File: src/rtl/tonegen_pkg.sv
`default_nettype none
// ============================================================================
// Module      : tonegen_pkg
// Description : Shared constants and channel-index helpers for the tone
//               generator divider bank and waveform generators.
// Revision    : 1.0 - initial release
// ============================================================================
package tonegen_pkg;

    localparam int TONEGEN_MAX_CHANNELS = 16;
    localparam int TONEGEN_DIV_WIDTH    = 12;

    typedef logic [$clog2(TONEGEN_MAX_CHANNELS)-1:0] ch_idx_t;

    // Channel-select width; a single-channel bank still needs a 1-bit field.
    function automatic int ch_idx_width(input int n);
        return (n <= 1) ? 1 : $clog2(n);
    endfunction

endpackage
`default_nettype wire

File: src/rtl/tonegen_div_channel.sv
`default_nettype none
// ============================================================================
// Module      : tonegen_div_channel
// Description : One divider channel with double-buffered divisor, square-wave
//               output and per-toggle tick.
// Revision    : 1.0 - initial release
// ============================================================================
module tonegen_div_channel
    import tonegen_pkg::*;
#(
    parameter int WIDTH = TONEGEN_DIV_WIDTH
) (
    input  logic             clk,
    input  logic             rst,
    input  logic             i_wr,
    input  logic [WIDTH-1:0] i_wr_data,
    input  logic             i_en,
    input  logic             i_sync,
    output logic             o_clk,
    output logic             o_tick
);

    logic [WIDTH-1:0] r_div_pend;
    logic [WIDTH-1:0] r_div_act;
    logic [WIDTH-1:0] r_cnt;
    logic             r_clk_out;
    logic             r_tick;

    always_ff @(posedge clk) begin
        if (rst) begin
            r_div_pend <= '0;
            r_div_act  <= '0;
            r_cnt      <= '0;
            r_clk_out  <= 1'b0;
            r_tick     <= 1'b0;
        end else begin
            if (i_wr) begin
                r_div_pend <= i_wr_data;
            end
            // div_act only changes with cnt at zero, so the output never runts.
            if (i_sync || !i_en) begin
                r_cnt     <= '0;
                r_clk_out <= 1'b0;
                r_tick    <= 1'b0;
                r_div_act <= r_div_pend;
            end else if (r_cnt >= r_div_act) begin
                r_cnt     <= '0;
                r_clk_out <= ~r_clk_out;
                r_tick    <= 1'b1;
                r_div_act <= r_div_pend;
            end else begin
                r_cnt  <= r_cnt + WIDTH'(1);
                r_tick <= 1'b0;
            end
        end
    end

    assign o_clk  = r_clk_out;
    assign o_tick = r_tick;

endmodule
`default_nettype wire

File: src/rtl/tonegen_clock_divider_bank.sv
`default_nettype none
// ============================================================================
// Module      : tonegen_clock_divider_bank
// Description : Bank of CHANNELS independent clock dividers with write-address
//               decode. Optional phase realign input under TONEGEN_DIV_SYNC_EN.
// Revision    : 1.0 - initial release
// ============================================================================
module tonegen_clock_divider_bank
    import tonegen_pkg::*;
#(
    parameter  int CHANNELS = 4,
    parameter  int WIDTH    = TONEGEN_DIV_WIDTH,
    localparam int CH_W     = ch_idx_width(CHANNELS)
) (
    input  logic                clk,
    input  logic                rst,
`ifdef TONEGEN_DIV_SYNC_EN
    input  logic                sync,
`endif
    input  logic                wr_en,
    input  logic [CH_W-1:0]     wr_ch,
    input  logic [WIDTH-1:0]    wr_data,
    input  logic [CHANNELS-1:0] ch_en,
    output logic [CHANNELS-1:0] clk_out,
    output logic [CHANNELS-1:0] tick
);

    logic w_sync;

`ifdef TONEGEN_DIV_SYNC_EN
    assign w_sync = sync;
`else
    assign w_sync = 1'b0;
`endif

    // Out-of-range wr_ch matches no channel, so the write is dropped.
    generate
        for (genvar i = 0; i < CHANNELS; i++) begin : g_channel
            logic w_wr_sel;
            assign w_wr_sel = wr_en && (wr_ch == CH_W'(i));

            tonegen_div_channel #(
                .WIDTH (WIDTH)
            ) u_channel (
                .clk       (clk),
                .rst       (rst),
                .i_wr      (w_wr_sel),
                .i_wr_data (wr_data),
                .i_en      (ch_en[i]),
                .i_sync    (w_sync),
                .o_clk     (clk_out[i]),
                .o_tick    (tick[i])
            );
        end
    endgenerate

endmodule
`default_nettype wire

File: config.mk
export PLATFORM = sky130hd
export DESIGN_NAME = tonegen_clock_divider_bank
export DESIGN_NICKNAME = d
export VERILOG_FILES = /design/src/rtl/tonegen_pkg.sv /design/src/rtl/tonegen_div_channel.sv /design/src/rtl/tonegen_clock_divider_bank.sv
export SDC_FILE = /design/constraint.sdc
export NUM_CORES = 1
export LEC_CHECK = 0
export CELL_PAD_IN_SITES_DETAIL_PLACEMENT = 0
export CELL_PAD_IN_SITES_GLOBAL_PLACEMENT = 1
export CORE_MARGIN = 1
export CORE_UTILIZATION = 40
export CTS_CLUSTER_SIZE = 16
export DETAILED_ROUTE_END_ITERATION = 7
export PLACE_DENSITY = 0.77
export SETUP_SLACK_MARGIN = 0.05
export SLEW_MARGIN = 20
export SYNTH_ARGS = -nofsm -noshare
export SYNTH_HDL_FRONTEND = slang
export SYNTH_SLANG_ARGS = --single-unit
File: constraint.sdc
create_clock -name clk -period 2.8 [get_ports clk]
set_clock_uncertainty 0.2 [all_clocks]
set_input_delay 0.42 -clock clk [delete_from_list [all_inputs] [get_ports clk]]
set_output_delay 0.42 -clock clk [all_outputs]
set_load 0.03 [all_outputs]
; After elaboration in Yosys (flattened, before gate mapping)
; Cells that the tools add are included.
[totals]
input_bits = 21
out_inout_bits = 8
register_bits = 152
elab_cells = 68
[op_classes]
n_eq_ne = 7
n_mux = 12
n_reduce_logical = 13
magnitude_cmp = 4
add_sub_neg = 4
n_bitwise = 8
[ops]
columns = operator, n
row1 = $mux 12, 8
row2 = $add 12x1->12 const B, 4
row3 = $ge 12x12->1, 4
row4 = $reduce_or 3->1, 4
row5 = $ne 2x1->1 const B, 4
row6 = $not 1->1, 8
row7 = $reduce_or 2->1, 4
row8 = $eq 2x2->1 const B, 2
row9 = $logic_and 1x1->1, 4
row10 = $mux 1, 4
row11 = $eq 2x1->1 const B, 1
row12 = $logic_not 2->1, 1

; Logic depth before layout (Yosys ltp)
; Gate-level depths: netlist (run 1).
[depth]
ltp_word = 3
mapped_depth = 8
depth_no_buf = 7

; Modules after synthesis
; Synthesis (run 1) repeated with hierarchy kept, for this count alone.
[hier_totals]
cells_unflattened = 765
hier_area_um2 = 7563.5
[modules_own_cells]
columns = mod, cells_per_inst, n_inst, area_each_um2, seq_area_each_um2
row1 = tonegen_div_channel, 190, 4, 1880.6, 760.7
row2 = tonegen_clock_divider_bank, 5, 1, 41.3, 0.0

; Worst setup path before layout (run 1)
; No wires, ideal clock.
[synth_timing]
path_type = reg-to-reg
start = register g_channel[0].u_channel.r_cnt[0]
end = register g_channel[0].u_channel.r_div_act[10]
setup_slack_ns = 0.481
t_arrival_ns = 2.048
synth_period_minus_slack_ns = 2.319
t_required_ns = 2.528
path_buffers = 1
path_stages_with_launch = 9
setup_time_ns = 0.072
path_cell_list = dfxtp_1 > inv_1 > ha_1 > nand2b_4 > a2111oi_4 > o311ai_4 > a211oi_4 > buf_6 > mux2i_1
[synth_via]
elab_chain_cells = 2
[synth_rtl]
columns = element, line
row1 = "start, declared", tonegen_div_channel.sv:25  ; logic [WIDTH-1:0] r_cnt;
row2 = "start signal, assigned", tonegen_div_channel.sv:52  ; r_cnt <= r_cnt + WIDTH'(1);
row3 = $ge 12x12->1, tonegen_div_channel.sv:46  ; end else if (r_cnt >= r_div_act) begin
row4 = $ne 2x1->1 (no source line), n/a
row5 = "end signal, assigned", tonegen_div_channel.sv:45  ; r_div_act <= r_div_pend;
row6 = "end signal, assigned", tonegen_div_channel.sv:50  ; r_div_act <= r_div_pend;
row7 = "end, declared", tonegen_div_channel.sv:24  ; logic [WIDTH-1:0] r_div_act;
; Every way passes these cells.
; A chain may end at the register's enable or synchronous reset.

; Worst setup path in the final report (run 1)
[layout_timing]
start = register g_channel[0].u_channel.r_cnt[0]
end = register g_channel[0].u_channel.r_div_act[4]
; The elaborated chain is that of the path after synthesis.

==> summary.log, run 1 <==
[clocking] CTS Hold Bufs 0
[yosys] YS warnings 0
[timing] Slew Limit Fails 0
[place] DP HPWL 9500 µm
[timing] number of setup violations in the final report 0
[clocking] buffer count from post-CTS setup fixing 0
[yosys] portion of the post-synthesis area used by sequential elements 40.2%
[yosys] top flip-flop cell by instance count after synthesis sky130_fd_sc_hd__dfxtp_1
[cells_and_area] Post-Layout Inst Area 8580 µm²
[yosys] count of mapped cells out of synthesis 805
[die] area enclosed by the die boundary 19500 µm²
[die] overall die width 140 µm
[timing] transition time at the pin with the least slew margin 0.753 ns
[timing] Final Cycle Share 88.0%
[clocking] later-pin clock latency in the skew report 0.42 ns
[cells_and_area] P&R area growth vs syn 13.4%
[yosys] summed instance area of the synthesized netlist 7570 µm²
[place] routability congestion estimate 0.737
[power] Peak supply drop 427 µV
[timing] minimum clock period after layout 2.46 ns
[clocking] post-CTS sizing 0
[place] number of I/O port buffers 28
[yosys] Mapped Avg Cell Area 9.40 µm²
[yosys] share of synthesized registers carrying an async set or reset 0%
[worst_setup_path] cell-by-cell trace of the critical path inv_1 -> ha_1 -> nand2b_4 -> a2111oi_4 -> o311ai_4 -> a211oi_4 -> buf_4 -> mux2i_1
[detailed_routing] Via density 4.66
[global_route] antenna violations before repair 0
[power] leakage dissipation 3.12 nW
[worst_setup_path] arrival time of the worst setup path 2.61 ns
[yosys] complex-gate fraction of the synthesized area 7.94%
[worst_setup_path] Buffers & Inverters on Critical Path 2
[detailed_routing] WL final 13500 µm
[global_route] largest net degree at the start of global routing 100
[detailed_routing] detailed-route via count 4965
[detailed_routing] number of antenna-violating nets in the routed design 0
[timing] setup repair after global routing missed its margin no
[yosys] simple-gate share of the synthesized area 22.8%
[worst_setup_path] kind of capture point of the worst setup path flop
[clocking] CTS tree built
[worst_setup_path] family with the most delay on the worst path compound AO/OA/AOI/OAI gates
[yosys] XOR/XNOR share of the synthesized area 4.63%
[die] number of placement rows 49
[power] Pwr Density 585 nW/µm²
[yosys] number of enable flip-flop cells after synthesis 0
[global_route] via count of the first global-routing pass 4857
[die] initial core utilization 41.4%
[die] count of pins on the block boundary 29
[yosys] Synth Net Count 878
[cells_and_area] leading cell type in the layout, fill and taps excluded sky130_fd_sc_hd__dfxtp_1
[timing] final hold violation count 0
[timing] relative max-transition margin 49.8%
[cells_and_area] share of final-layout standard cells stronger than drive strength 1 11.0%
[worst_setup_path] Req. time, crit path 2.95 ns
[timing] Max Clk Rate 406 MHz
[clocking] clock tree sinks 152
[global_route] leftover overflow at the end of global routing 0
[clocking] cell chosen for the clock root sky130_fd_sc_hd__clkbuf_16
[detailed_routing] count of routing violations after the opening detailed-route iteration 176
[worst_setup_path] critical-path cell with the highest stage delay sky130_fd_sc_hd__a2111oi_4
[cells_and_area] Diodes inserted 0
[worst_setup_path] Setup crit start kind flop
[worst_setup_path] maximum single-stage delay on the critical path 0.39 ns
[yosys] main combinational cell family by area after synthesis simple AND/OR/NAND/NOR gates
[cells_and_area] highest-count cells in the layout ignoring fill and taps sky130_fd_sc_hd__dfxtp_1 (152), sky130_fd_sc_hd__nand2b_1 (100), sky130_fd_sc_hd__nor2_1 (77)
[clocking] CTS H-tree depth 4
[detailed_routing] DRC violation count after routing 0
[clocking] number of buffers created by CTS 17
[cells_and_area] final-stage net count 896
[yosys] flip-flop and latch count after synthesis 152
[yosys] Post-Synth Adder-Cell Area 8.60%
[min_path] Worst Hold Class reg2reg
[global_route] overall routing resource usage 15.0%
[place] area post-placement 7980 µm²
[die] CORE AREA 18300 µm²
[yosys] post-synth cell types 40
[yosys] multiplexer fraction of the synthesized cell area 9.82%
[status] outcome completed
[clocking] Reg clk slew, reported paths 0.07 ns
[detailed_routing] DRT Pass-1 Iters 4
[die] vertical extent of the die 140 µm
[cells_and_area] final cell utilization of the core 47.0%
[timing] final-layout setup total negative slack 0 ns
[run] max capacitance violation total 0
[clocking] buffers from clock root to sink, at most 2
[global_route] first-pass GRT wire length 23300 µm
[worst_setup_path] CP Class reg2reg
[worst_setup_path] maximum fanout along the worst path 12
[detailed_routing] average wire per cell in the routed design 12.7 µm
## registers in the layout (all words and copies together), names as in the netlist
| register | flops |
|---|---|
| g_channel.u_channel.o_clk | 4 |
| g_channel.u_channel.o_tick | 4 |
| g_channel.u_channel.r_div_pend | 48 |
| g_channel.u_channel.r_div_act | 48 |
| g_channel.u_channel.r_cnt | 48 |
## where the power goes
group | switching, mW | internal [mW]
Combinational | 0.233 | 0.207
Sequential | 0.0303 | 2.22
Clock | 0.970 | 1.36
## path summary, 6_finish.rpt
path | startpoint | end | slack [ns] | cells after the start
worst max-delay path | g_channel[0].u_channel.r_cnt[0] | g_channel[0].u_channel.r_div_act[4] | 0.34 | 8
worst min-delay path | g_channel[2].u_channel.r_div_pend[1] | g_channel[2].u_channel.r_div_pend[1] | 0.26 | 2
worst max register to register | g_channel[0].u_channel.r_cnt[0] | g_channel[0].u_channel.r_div_act[4] | 0.34 | 8
worst min register to register | g_channel[2].u_channel.r_div_pend[1] | g_channel[2].u_channel.r_div_pend[1] | 0.26 | 2
## through the flow
step	power, mW	instances	hold slack [ns]	setup slack [ns]
floorplan	2.64	805	0.230	0.481
finish	5.02	1065	0.256	0.337
global route	5.23	1065	0.278	0.202
detailed placement	2.74	1033	0.248	0.350
global placement	2.74	1033	0.241	0.412
CTS	5.09	1065	0.257	0.325
## worst reg2reg max path, cell delays in order (launching register included)
cell	delay, ns
sky130_fd_sc_hd__dfxtp_1	0.38
sky130_fd_sc_hd__inv_1	0.07
sky130_fd_sc_hd__ha_1	0.29
sky130_fd_sc_hd__nand2b_4	0.15
sky130_fd_sc_hd__a2111oi_4	0.39
sky130_fd_sc_hd__o311ai_4	0.17
sky130_fd_sc_hd__a211oi_4	0.25
sky130_fd_sc_hd__buf_4	0.27
sky130_fd_sc_hd__mux2i_1	0.23
## per-layer routing
layer	vias up	part of all wire (%)	track usage, %	routed length [µm]
met1	2223	51	20.2	6860
met5	-	0	0	0
met3	12	2.9	3.27	388
li1	2680	-	-	-
met4	0	1.3	5.78	178
met2	50	45	23.6	6060
## Yosys cell counts, drive strengths merged (4+ instances only)
master / n / share of area, %
dfxtp: 152 / 40
nand2b: 104 / 9.0
nor2: 97 / 5.5
mux2i: 72 / 9.5
nand2: 63 / 3.1
inv: 62 / 3.1
ha: 52 / 8.6
a21oi: 34 / 2.2
clkbuf: 20 / 0.99
nand3: 20 / 1.3
xnor2: 20 / 2.3
xor2: 20 / 2.3
buf: 18 / 1.9
nand4: 13 / 1.1
nor3: 7 / 0.46
a2111oi: 6 / 2.2
a21o: 6 / 0.60
and3: 4 / 0.33
nor4: 4 / 0.33
o21ai: 4 / 0.26
## final cells by class
type / instances / area [µm²]
Multi-Input combinational cell: 553 / 4070
Clock inverter: 14 / 163
Inverter: 62 / 233
Sequential cell: 152 / 3040
Clock buffer: 18 / 439
Timing Repair Buffer: 37 / 345
Fill cell: 1808 / 9690
Tap cell: 229 / 287
## logic make-up after synthesis
group,Yosys count
muxes,74
xor gates and xnor gates,40
adders and majority gates,52
buffers and inverters,100
AOI/OAI and AO/OA,64
and+or+nand+nor,323
DFF,152
Power figures use the tool's default switching activity.
==> run 2, diff against run 1 <==
- ABC_AREA: not set -> 1
- ABC_CLOCK_PERIOD_IN_PS: not set -> 2800
- PLACE_DENSITY: 0.77 -> 0.8
==> run 2 against run 1 <==
  * Non-clock buffer count increased by 3
  * Flip-flop and latch count did not move
  * Critical path type unchanged
  * Design area increased by 0.36%
  * Largest cell class unchanged
  * Wire length is 15% higher
  * Register-to-register slack better by 0.31 ns
  * Sequential share of layout area fell by 0.13 points
  * Global-route usage increased by 2.0 points
  * Clock power decreased by 6%
  * Highest routed layer unchanged
  * Critical path depth is 3 higher
==> summary.log, run 2 <==
[yosys] number of enable flip-flop cells after synthesis 0 [unchanged]
[detailed_routing] WL final 15500 µm [+15%]
[power] Pwr Density 653 nW/µm² [+12%]
[min_path] Worst Hold Class reg2reg
[worst_setup_path] CP Class reg2reg
[global_route] antenna violations before repair 0 [unchanged]
[die] overall die width 141 µm [+0.80%]
[cells_and_area] final-stage net count 1150 [+28%]
[cells_and_area] registers with the most flip-flops g_channel.u_channel.r_cnt (48), g_channel.u_channel.r_div_act (48), g_channel.u_channel.r_div_pend (48)
[cells_and_area] number of fill cells 1983 [+9.7%]
[cells_and_area] P&R area growth vs syn 12.0%
[detailed_routing] count of routing violations after the opening detailed-route iteration 195 [+11%]
[yosys] post-synthesis cell type with the largest combined area sky130_fd_sc_hd__dfxtp_1
[power] total net switching power 1.62 mW [+32%]
[place] Cell Count Post-Placement 1292 [+25%]
[detailed_routing] Highest Signal Layer met4
[detailed_routing] wire length the detailed router placed on met1 8090 µm [+18%]
[cells_and_area] share of final-layout standard cells stronger than drive strength 1 9.02% [-2.0 points]
[clocking] post-CTS sizing 0 [unchanged]
[die] number of placement rows 50 [+2.0%]
[yosys] count of mapped cells out of synthesis 1067 [+33%]
[clocking] CTS H-tree depth 4 [unchanged]
[yosys] flip-flop and latch count after synthesis 152 [unchanged]
[yosys] share of synthesized registers carrying an async set or reset 0% [unchanged]
[power] Sw Share 28.8% [+4.3 points]
[yosys] portion of the post-synthesis area used by sequential elements 39.6% [-0.64 points]
[power] Peak supply drop 423 µV [-1.1%]
[place] DP HPWL 10800 µm [+14%]
[timing] Final Cycle Share 76.9% [-11 points]
[power] combinational cell fraction of total power 18.4% [+9.6 points]
[die] count of pins on the block boundary 29 [unchanged]
[timing] Slew Limit Fails 0 [unchanged]
[yosys] most numerous cell types in the synthesized netlist sky130_fd_sc_hd__nand2_1 (269), sky130_fd_sc_hd__inv_1 (159), sky130_fd_sc_hd__dfxtp_1 (152)
[clocking] cell chosen for the clock root sky130_fd_sc_hd__clkbuf_16
[power] leakage dissipation 4.08 nW [+31%]
[clocking] later-pin clock latency in the skew report 0.42 ns [about the same]
[yosys] top area cells in the synthesized netlist sky130_fd_sc_hd__dfxtp_1 (40%), sky130_fd_sc_hd__nand2_1 (13%), sky130_fd_sc_hd__ha_1 (8.5%)
[detailed_routing] DRT Pass-1 Iters 4 [unchanged]
[detailed_routing] number of antenna-violating nets in the routed design 0 [unchanged]
[detailed_routing] met2 layer wire length in the routed design 6850 µm [+13%]
[cells_and_area] Post-Layout Inst Area 8610 µm² [+0.36%]
[clocking] CTS Hold Bufs 0 [unchanged]
[global_route] first-pass GRT wire length 26700 µm [+15%]
[worst_setup_path] Req. time, crit path 2.92 ns [-0.03 ns]
[power] sequential power share 42.5% [-2.3 points]
[worst_setup_path] Setup crit start kind flop
[timing] Max Clk Rate 465 MHz [+14%]
[timing] transition time at the pin with the least slew margin 0.695 ns [-0.0581 ns]
[die] vertical extent of the die 141 µm [+0.80%]
[global_route] largest net degree at the start of global routing 43 [-57%]
[timing] relative max-transition margin 53.5% [+3.7 points]
[cells_and_area] filler-free cell count of the finished design 1321 [+24%]
[power] clock network power share 39.2% [-7.3 points]
[yosys] Mapped Avg Cell Area 7.21 µm² [-23%]
[worst_setup_path] maximum fanout along the worst path 25 [+13]
[place] routability congestion estimate 0.755 [+2.5%]
[yosys] most frequently used cell type in the post-synthesis netlist sky130_fd_sc_hd__nand2_1
[clocking] buffers from clock root to sink, at most 2 [unchanged]
[detailed_routing] Via density 4.56 [-2.2%]
[die] initial core utilization 41.0% [-0.45 points]
[clocking] Reg clk slew, reported paths 0.06 ns [about the same]
[detailed_routing] average wire per cell in the routed design 11.7 µm [-7.4%]
[yosys] summed instance area of the synthesized netlist 7690 µm² [+1.6%]
[cells_and_area] highest-count cells in the layout ignoring fill and taps sky130_fd_sc_hd__nand2_1 (269), sky130_fd_sc_hd__inv_1 (158), sky130_fd_sc_hd__dfxtp_1 (152)
[global_route] leftover overflow at the end of global routing 0 [unchanged]
[timing] final hold violation count 0 [unchanged]
[timing] setup repair after global routing missed its margin no
[status] outcome completed
[timing] minimum clock period after layout 2.15 ns [-0.311 ns]
[cells_and_area] leading cell type in the layout, fill and taps excluded sky130_fd_sc_hd__nand2_1
[run] max capacitance violation total 0 [unchanged]
[die] CORE AREA 18800 µm² [+2.7%]
[die] area enclosed by the die boundary 19800 µm² [+1.6%]
[detailed_routing] DRC violation count after routing 0 [unchanged]
[clocking] number of buffers created by CTS 17 [unchanged]
[place] number of I/O port buffers 28 [unchanged]
[yosys] post-synth cell types 31 [-23%]
[clocking] CTS tree built
[clocking] clock tree sinks 152 [unchanged]
[yosys] Synth Net Count 1140 [+30%]
[clocking] buffer count from post-CTS setup fixing 0 [unchanged]
[place] area post-placement 8070 µm² [+1.1%]
[timing] number of setup violations in the final report 0 [unchanged]
[detailed_routing] amount of wire on met3 after detailed routing 400 µm [+3.1%]
[worst_setup_path] kind of capture point of the worst setup path flop
[power] internal portion of total power 4.00 mW [+5.7%]
[global_route] via count of the first global-routing pass 5634 [+16%]
[worst_setup_path] arrival time of the worst setup path 2.27 ns [-0.34 ns]
[detailed_routing] detailed-route via count 6026 [+21%]
[yosys] YS warnings 0 [unchanged]
[timing] final-layout setup total negative slack 0 ns [unchanged]
[yosys] top flip-flop cell by instance count after synthesis sky130_fd_sc_hd__dfxtp_1
[cells_and_area] Diodes inserted 0 [unchanged]
[global_route] overall routing resource usage 17.0% [+2.0 points]
[yosys] share of the synthesized area in the top cell type 39.6% [-0.64 points]
-- run 2: final timing paths --
| path | to | startpoint | slack, ns | cells after the start |
|---|---|---|---|---|
| min reg2reg | g_channel[2].u_channel.r_cnt[0] | g_channel[2].u_channel.r_cnt[0] | 0.24 | 1 |
| min | g_channel[2].u_channel.r_cnt[0] | g_channel[2].u_channel.r_cnt[0] | 0.24 | 1 |
| max reg2reg | g_channel[1].u_channel.r_div_act[4] | g_channel[1].u_channel.r_div_act[11] | 0.65 | 11 |
| max | g_channel[1].u_channel.r_div_act[4] | g_channel[1].u_channel.r_div_act[11] | 0.65 | 11 |
-- run 2: stage by stage --
| step | util, % | worst slack [ns] | hold slack [ns] | total power, mW |
|---|---|---|---|---|
| 2_1_floorplan | - | 1.04 | 0.217 | 3.29 |
| 3_3_place_gp | 43.0 | 0.291 | 0.229 | 3.46 |
| 3_5_place_dp | 43.0 | 0.250 | 0.234 | 3.48 |
| 4_1_cts | 45.9 | 0.640 | 0.246 | 5.71 |
| 5_1_grt | 45.9 | 0.429 | 0.279 | 5.95 |
| 6_report | 45.9 | 0.648 | 0.242 | 5.62 |
-- run 2: cell families after synthesis --
logic type	after synthesis	synth area share [%]
adder cells (fa/ha/maj)	52	8.46
XOR/XNOR	19	2.16
AND/OR/NAND/NOR	541	31.7
flip-flops	152	39.6
AO/OA/AOI/OAI	86	6.18
buffers and inverters	217	11.9
-- run 2: routing by layer --
layer / vias up / track usage, %
li1: 3329 / -
met1: 2642 / 22.8
met2: 49 / 27.1
met3: 6 / 3.97
met4: 0 / 5.15
met5: - / 0
-- run 2: layout make-up --
cell class	count	area, µm²	area share (%)
Inverter	168	631	7.32
Tap cell	234	293	3.40
Clock inverter	10	106	1.23
Multi-Input combinational cell	698	3730	43.3
Clock buffer	19	443	5.14
Timing Repair Buffer	40	370	4.30
Sequential cell	152	3040	35.3
-- run 2: power by group through the flow --
stage	sequential, mW	combinational [mW]	clock (mW)
floorplan	2.42	0.867	0
global route	2.41	1.20	2.34
global placement	2.44	1.03	0
finish	2.39	1.03	2.20
detailed placement	2.44	1.04	0
CTS	2.39	1.05	2.27
-- run 2: critical path, cell delays in order, from the launching register on --
cell and delay (ns):
sky130_fd_sc_hd__dfxtp_1 0.31, sky130_fd_sc_hd__inv_1 0.05, sky130_fd_sc_hd__ha_1 0.30, sky130_fd_sc_hd__nand2_2 0.08
sky130_fd_sc_hd__nor2_4 0.14, sky130_fd_sc_hd__nand2_1 0.08, sky130_fd_sc_hd__nor2_2 0.09, sky130_fd_sc_hd__nand2_2 0.21
sky130_fd_sc_hd__nand3_4 0.38, sky130_fd_sc_hd__nand2_1 0.10, sky130_fd_sc_hd__nand2_1 0.07, sky130_fd_sc_hd__inv_1 0.03
